File: src/rtl/disp_pkg.sv
// disp_pkg: shared constants for the 7-segment scan path.
//   Segment patterns are {g,f,e,d,c,b,a}, active-high.
//   SEP_CODE / BLANK_CODE are also used by the time-of-day counter stage.
//   Optional feature macro: DISP_GHOST_GUARD_EN (adds the GUARD state).
package disp_pkg;

   localparam logic [6:0] SEG_0     = 7'h3F;
   localparam logic [6:0] SEG_1     = 7'h06;
   localparam logic [6:0] SEG_2     = 7'h5B;
   localparam logic [6:0] SEG_3     = 7'h4F;
   localparam logic [6:0] SEG_4     = 7'h66;
   localparam logic [6:0] SEG_5     = 7'h6D;
   localparam logic [6:0] SEG_6     = 7'h7D;
   localparam logic [6:0] SEG_7     = 7'h07;
   localparam logic [6:0] SEG_8     = 7'h7F;
   localparam logic [6:0] SEG_9     = 7'h6F;
   localparam logic [6:0] SEG_SEP   = 7'h40;
   localparam logic [6:0] SEG_BLANK = 7'h00;

   localparam logic [3:0] SEP_CODE   = 4'd10;
   localparam logic [3:0] BLANK_CODE = 4'd15;

   typedef enum logic [1:0] {
      ST_IDLE  = 2'd0,
      ST_SHOW  = 2'd1
`ifdef DISP_GHOST_GUARD_EN
      ,
      ST_GUARD = 2'd2
`endif
   } disp_state_e;

endpackage

File: src/rtl/seg_decoder.sv
// seg_decoder: combinational digit-code to segment-pattern map.
//   code_i  in  4  digit code (0-9 numeral, 10 separator, 11-15 blank)
//   seg_o   out 7  segment pattern {g,f,e,d,c,b,a}, active-high
module seg_decoder
   import disp_pkg::*;
(
   input  logic [3:0] code_i,
   output logic [6:0] seg_o
);

   always_comb begin
      seg_o = SEG_BLANK;
      case (code_i)
         4'd0:     seg_o = SEG_0;
         4'd1:     seg_o = SEG_1;
         4'd2:     seg_o = SEG_2;
         4'd3:     seg_o = SEG_3;
         4'd4:     seg_o = SEG_4;
         4'd5:     seg_o = SEG_5;
         4'd6:     seg_o = SEG_6;
         4'd7:     seg_o = SEG_7;
         4'd8:     seg_o = SEG_8;
         4'd9:     seg_o = SEG_9;
         SEP_CODE: seg_o = SEG_SEP;
         default:  seg_o = SEG_BLANK;
      endcase
   end

endmodule

File: src/rtl/display_scan.sv
// display_scan: time-multiplexed 7-segment scan driver.
//   clk          in   1             system clock, rising edge
//   rst_n        in   1             asynchronous active-low reset
//   num_data     in   4*NUM_DIGITS  packed digit codes, digit i = num_data[4*i +: 4]
//   seg          out  7             segment drive {g,f,e,d,c,b,a}, registered
//   an           out  NUM_DIGITS    one-hot digit enable, registered
//   frame_start  out  1             pulse on the first cycle digit 0 is lit
// Optional feature macro: DISP_GHOST_GUARD_EN inserts GUARD_CYCLES of
// all-off blanking after every digit.
//
// state | meaning
// IDLE  | out of reset, first edge starts a frame at digit 0
// SHOW  | current digit lit for SCAN_DIV cycles
// GUARD | all anodes off for GUARD_CYCLES (guard build only)
module display_scan
   import disp_pkg::*;
#(
   parameter int NUM_DIGITS   = 11,
   parameter int SCAN_DIV     = 8,
   parameter int GUARD_CYCLES = 1
)
(
   input  logic                    clk,
   input  logic                    rst_n,
   input  logic [4*NUM_DIGITS-1:0] num_data,
   output logic [6:0]              seg,
   output logic [NUM_DIGITS-1:0]   an,
   output logic                    frame_start
);

   localparam int IW   = (NUM_DIGITS > 1) ? $clog2(NUM_DIGITS) : 1;
   localparam int CMAX = (SCAN_DIV > GUARD_CYCLES) ? SCAN_DIV : GUARD_CYCLES;
   localparam int CW   = $clog2(CMAX + 1);

   localparam logic [IW-1:0] LAST_IDX = IW'(NUM_DIGITS - 1);
   localparam logic [CW-1:0] SHOW_TC  = CW'(SCAN_DIV - 1);
`ifdef DISP_GHOST_GUARD_EN
   localparam logic [CW-1:0] GUARD_TC = CW'(GUARD_CYCLES - 1);
`endif

   disp_state_e             state_q;
   logic [IW-1:0]           idx_q;
   logic [CW-1:0]           cnt_q;
   logic [4*NUM_DIGITS-1:0] snap_q;
   logic [6:0]              seg_q;
   logic [NUM_DIGITS-1:0]   an_q;
   logic                    frame_start_q;

   logic                    slot_start;
   logic                    wrap;
   logic [IW-1:0]           idx_d;
   logic [3:0]              code_d;
   logic [6:0]              seg_d;
   logic [NUM_DIGITS-1:0]   an_d;

   // A new frame starts out of IDLE or after the last digit; in both cases
   // digit 0 comes straight from the live bus, which is snapshotted on the
   // same edge so the rest of the frame cannot tear.
   always_comb begin
      wrap  = (state_q == ST_IDLE) || (idx_q == LAST_IDX);
      idx_d = wrap ? '0 : idx_q + 1'b1;
      an_d  = NUM_DIGITS'(1) << idx_d;

      code_d = num_data[3:0];
      if (!wrap) begin
         for (int i = 0; i < NUM_DIGITS; i++) begin
            if (idx_d == IW'(i)) code_d = snap_q[4*i +: 4];
         end
      end

      slot_start = 1'b0;
      case (state_q)
         ST_IDLE:  slot_start = 1'b1;
`ifdef DISP_GHOST_GUARD_EN
         ST_GUARD: slot_start = (cnt_q == GUARD_TC);
`else
         ST_SHOW:  slot_start = (cnt_q == SHOW_TC);
`endif
         default:  slot_start = 1'b0;
      endcase
   end

   seg_decoder u_dec (
      .code_i (code_d),
      .seg_o  (seg_d)
   );

   always_ff @(posedge clk or negedge rst_n) begin
      if (!rst_n) begin
         state_q       <= ST_IDLE;
         idx_q         <= '0;
         cnt_q         <= '0;
         snap_q        <= '1;
         seg_q         <= '0;
         an_q          <= '0;
         frame_start_q <= 1'b0;
      end else begin
         frame_start_q <= 1'b0;
         cnt_q         <= cnt_q + 1'b1;
         if (slot_start) begin
            state_q       <= ST_SHOW;
            cnt_q         <= '0;
            idx_q         <= idx_d;
            an_q          <= an_d;
            seg_q         <= seg_d;
            frame_start_q <= wrap;
            if (wrap) snap_q <= num_data;
         end
`ifdef DISP_GHOST_GUARD_EN
         else if (state_q == ST_SHOW && cnt_q == SHOW_TC) begin
            state_q <= ST_GUARD;
            cnt_q   <= '0;
            an_q    <= '0;
            seg_q   <= '0;
         end
`endif
      end
   end

   assign seg         = seg_q;
   assign an          = an_q;
   assign frame_start = frame_start_q;

endmodule
File: config.mk
export PLATFORM = sky130hd
export DESIGN_NAME = display_scan
export DESIGN_NICKNAME = d
export VERILOG_FILES = /design/src/rtl/disp_pkg.sv /design/src/rtl/seg_decoder.sv /design/src/rtl/display_scan.sv
export SDC_FILE = /design/constraint.sdc
export NUM_CORES = 1
export LEC_CHECK = 0
export ABC_AREA = 0
export BUFFER_PORTS_ARGS = -buffer_cell sky130_fd_sc_hd__buf_2
export CORE_MARGIN = 8
export CORE_UTILIZATION = 55
export DETAILED_ROUTE_END_ITERATION = 8
export PLACE_DENSITY = 0.78
export SLEW_MARGIN = 20
export SYNTH_ARGS = -nofsm -noshare
export SYNTH_HDL_FRONTEND = slang
export SYNTH_HIERARCHICAL = 1
export SYNTH_SLANG_ARGS = --single-unit
File: constraint.sdc
create_clock -name clk -period 10.2 [get_ports clk]
set_input_delay 0 -clock clk [delete_from_list [all_inputs] [get_ports clk]]
set_output_delay 0 -clock clk [all_outputs]
set_load 0.02 [all_outputs]
==> reports/metrics.yaml <==
cp.required_ns: 10.49
yosysSeqAreaShare_pct: 48.0
regToRegSetupSlack_ns: 5.52
drive_gt1_share_pct: 37.9
setup_tns_ns: 0
holdCritPathClass: "input port to asynchronous set/reset pin"
crit_family: "compound AO/OA/AOI/OAI gates"
place_congestion: 0.905
clk_pin_slew_ns: 0.07
cp.arrival_ns: 4.97
r2r_end: "seg[3]$_DFFE_PN0N_"
synthArstFlopShare_pct: 100
fill_cells: 506
multi_input_area_um2: 1850
relSlewSlack_pct: 40.8
cts_made_buffers: 9
htreeDepth: 3
dieHeight_um: 99.9
drv_cap: 0
synth_area_um2: 3870
grt_pass1_wl_mm: 17.0
tightestPinTransition_ns: 0.889
fmax_mhz: 213
portBuffers: 64
drc: 0
synth_seq_cells: 72
regArea_um2: 1860
rsz0062_at_grt: "false"
diodes: 0
layout_common_cells: "buf_2 (64), nand2_1 (50), dlygate4sd3_1 (45)"
crit_path_cell_trace: "inv_1 -> ha_1 -> and2_1 -> a21oi_1 -> a222oi_1 -> a21oi_1 -> a21oi_1 -> o21ai_0 -> inv_1 -> ha_1 -> nor2_2 -> a21oi_1 -> o22ai_1 -> nand2_1 -> nand2_1"
powerDensity_nw_per_um2: 148
place_ws_ns: 5.61
critical_path_class: "flop to flop"
start_kind: "flop"
fp.dieW_um: 99.9
synth_fp_nets: 425
fin_ws_ns: 5.52
p_leak_uw: 0.00213
num_vias: 3287
worst-path-buf-inv: 2
wl_per_cell_um: 17.9
synth-edff-count: 0
drtIter0Drc: 321
slew_violations: 0
finalWirelength_mm: 10.2
coreArea_um2: 6790
reg2reg_depth: 15
setup_viol: 0
synthFlopType: "dfstp_2"
design_area_um2: 4850
cts.sinks: 72
ant_nets: 0
cts_tree: "built"
dp.final_hpwl_mm: 6.87
critPathSlowestCell: "dfrtp_1"
syn_avg_cell_area_um2: 10.5
skew_ns: 0.00824
slowest_delay_ns: 0.90
finalHoldViolCount: 0
ys_types: 57
yosysWarnings: 6
cpMostUsedCell: "a21oi_1"
peakVddDrop_mv: 0.0987
fin_crit_sh_pct: 45.9
dieArea_um2: 9980
grt_use_total_pct: 21.5
worst-path-max-fanout: 29
clockBufferDepth: 2
antenna_found_initial: 0
cts_root_buf: "clkbuf_8"
end_kind: "flop"
avgViaCountPerCell: 5.76
num_io_pins: 65
status: "completed"
grt_max_degree: 73
finalNetCount: 526
period_needed_ns: 4.68
clk_latency_ns: 0.34
first_global_vias: 3306
final_common_cell: "buf_2"
first_pass_iters: 5
grt_overflow: 0
netlist_instances: 370
regToRegStartpoint: "idx_q[0]$_DFFE_PN0N_"
syn_to_final_growth_pct: 25.3
place_area_um2: 4240
start_util_pct: 57.0
cts_resized: 0
std_cell_rows: 30
report_power, final:
group	switching [µW]	total [µW]	internal, µW	leakage [µW]
Sequential	24.5	364	340	0.000832
Clock	103	196	92.5	0.0000893
Combinational	84.6	160	75.4	0.00121
metal layers:
| layer | up-vias | GRT usage [%] | routed length [µm] |
|---|---|---|---|
| li1 | 1542 | - | - |
| met1 | 1560 | 27.4 | 4290 |
| met2 | 160 | 33.7 | 4870 |
| met3 | 25 | 4.91 | 798 |
| met4 | 0 | 10.5 | 286 |
| met5 | - | 0 | 0 |
sequential cells by signal, summed over array words and instances (netlist names):
signal,flops
state_q,1
idx_q,4
seg,7
snap_q,44
frame_start,1
an,11
cnt_q,4
cells in the mapped netlist, types with 3 or more instances:
cell       n  area, µm²
buf_6      3       33.8
nand2b_1   4       25.0
nand3_1   11       55.1
nand3b_1   5       37.5
a31oi_1   10       62.6
a222oi_1   3       30.0
dfstp_2   44       1160
o21ai_0   17       85.1
buf_1      3       11.3
nor2_1    16       60.1
and3_1     4       25.0
o22ai_1   11       68.8
nand2_1   50        188
dfrtp_1   28        701
a21oi_1   19       95.1
o21a_1     3       22.5
ha_1       9        113
mux2i_1    5       50.1
o31ai_1    5       37.5
a32o_1     4       40.0
inv_1     14       52.6
mux2_2    44        495
buf_2      4       20.0
clkbuf_1  10       37.5
per-stage QoR:
step | std cells | utilization [%] | hold slack (ns) | total power [µW]
global route | 571 | 71.4 | 0.416 | 756
floorplan | 370 | - | -0.296 | 465
finish | 571 | 71.4 | 0.353 | 720
CTS | 571 | 71.4 | 0.402 | 721
global placement | 510 | 62.0 | 0.215 | 509
detailed placement | 511 | 62.3 | 0.226 | 514
worst reg2reg max path, stage by stage (launching register included):
cell and delay, ns:
dfrtp_1 0.90, inv_1 0.29, ha_1 0.33, and2_1 0.20
a21oi_1 0.70, a222oi_1 0.37, a21oi_1 0.22, a21oi_1 0.08
o21ai_0 0.56, inv_1 0.24, ha_1 0.26, nor2_2 0.10
a21oi_1 0.06, o22ai_1 0.17, nand2_1 0.07, nand2_1 0.07
worst max path at each step:
stage,startpoint,endpoint,slack (ns),depth (start not counted)
after floorplan,idx_q[0]$_DFFE_PN0N_,seg[0]$_DFFE_PN0N_,6.64,17
after global placement,idx_q[0]$_DFFE_PN0N_,seg[0]$_DFFE_PN0N_,5.72,15
after detailed placement,idx_q[0]$_DFFE_PN0N_,seg[3]$_DFFE_PN0N_,5.61,15
after CTS,idx_q[0]$_DFFE_PN0N_,seg[3]$_DFFE_PN0N_,5.59,15
after global routing,idx_q[0]$_DFFE_PN0N_,seg[3]$_DFFE_PN0N_,4.91,15
final,idx_q[0]$_DFFE_PN0N_,seg[3]$_DFFE_PN0N_,5.52,15
area by class of cell:
cell class                 instances  share of cell area, %
sequential                        72                   38.3
multi-input combinational        262                   38.2
timing repair buffer             112                   16.6
clock buffer                      11                   2.92
tap                               96                   2.48
inverter                          14                   1.08
clock inverter                     4                  0.439
what timing repair did:
action / CTS / global route
hold buffers: 45 / 0
buffers inserted: 0 / 0
hold endpoints to repair: 72 / 0
kinds of logic after synthesis:
group           count (synthesis)  share of synthesized area, %
simple gates                  106                          13.0
compound gates                 92                          16.0
flops                          72                          48.0
other cells                     1                        0.0969
xor+xnor                        4                         0.905
fa+ha+maj                       9                          2.91
buf+inv                        36                          4.40
mux                            50                          14.7
Power figures use the tool's default switching activity.
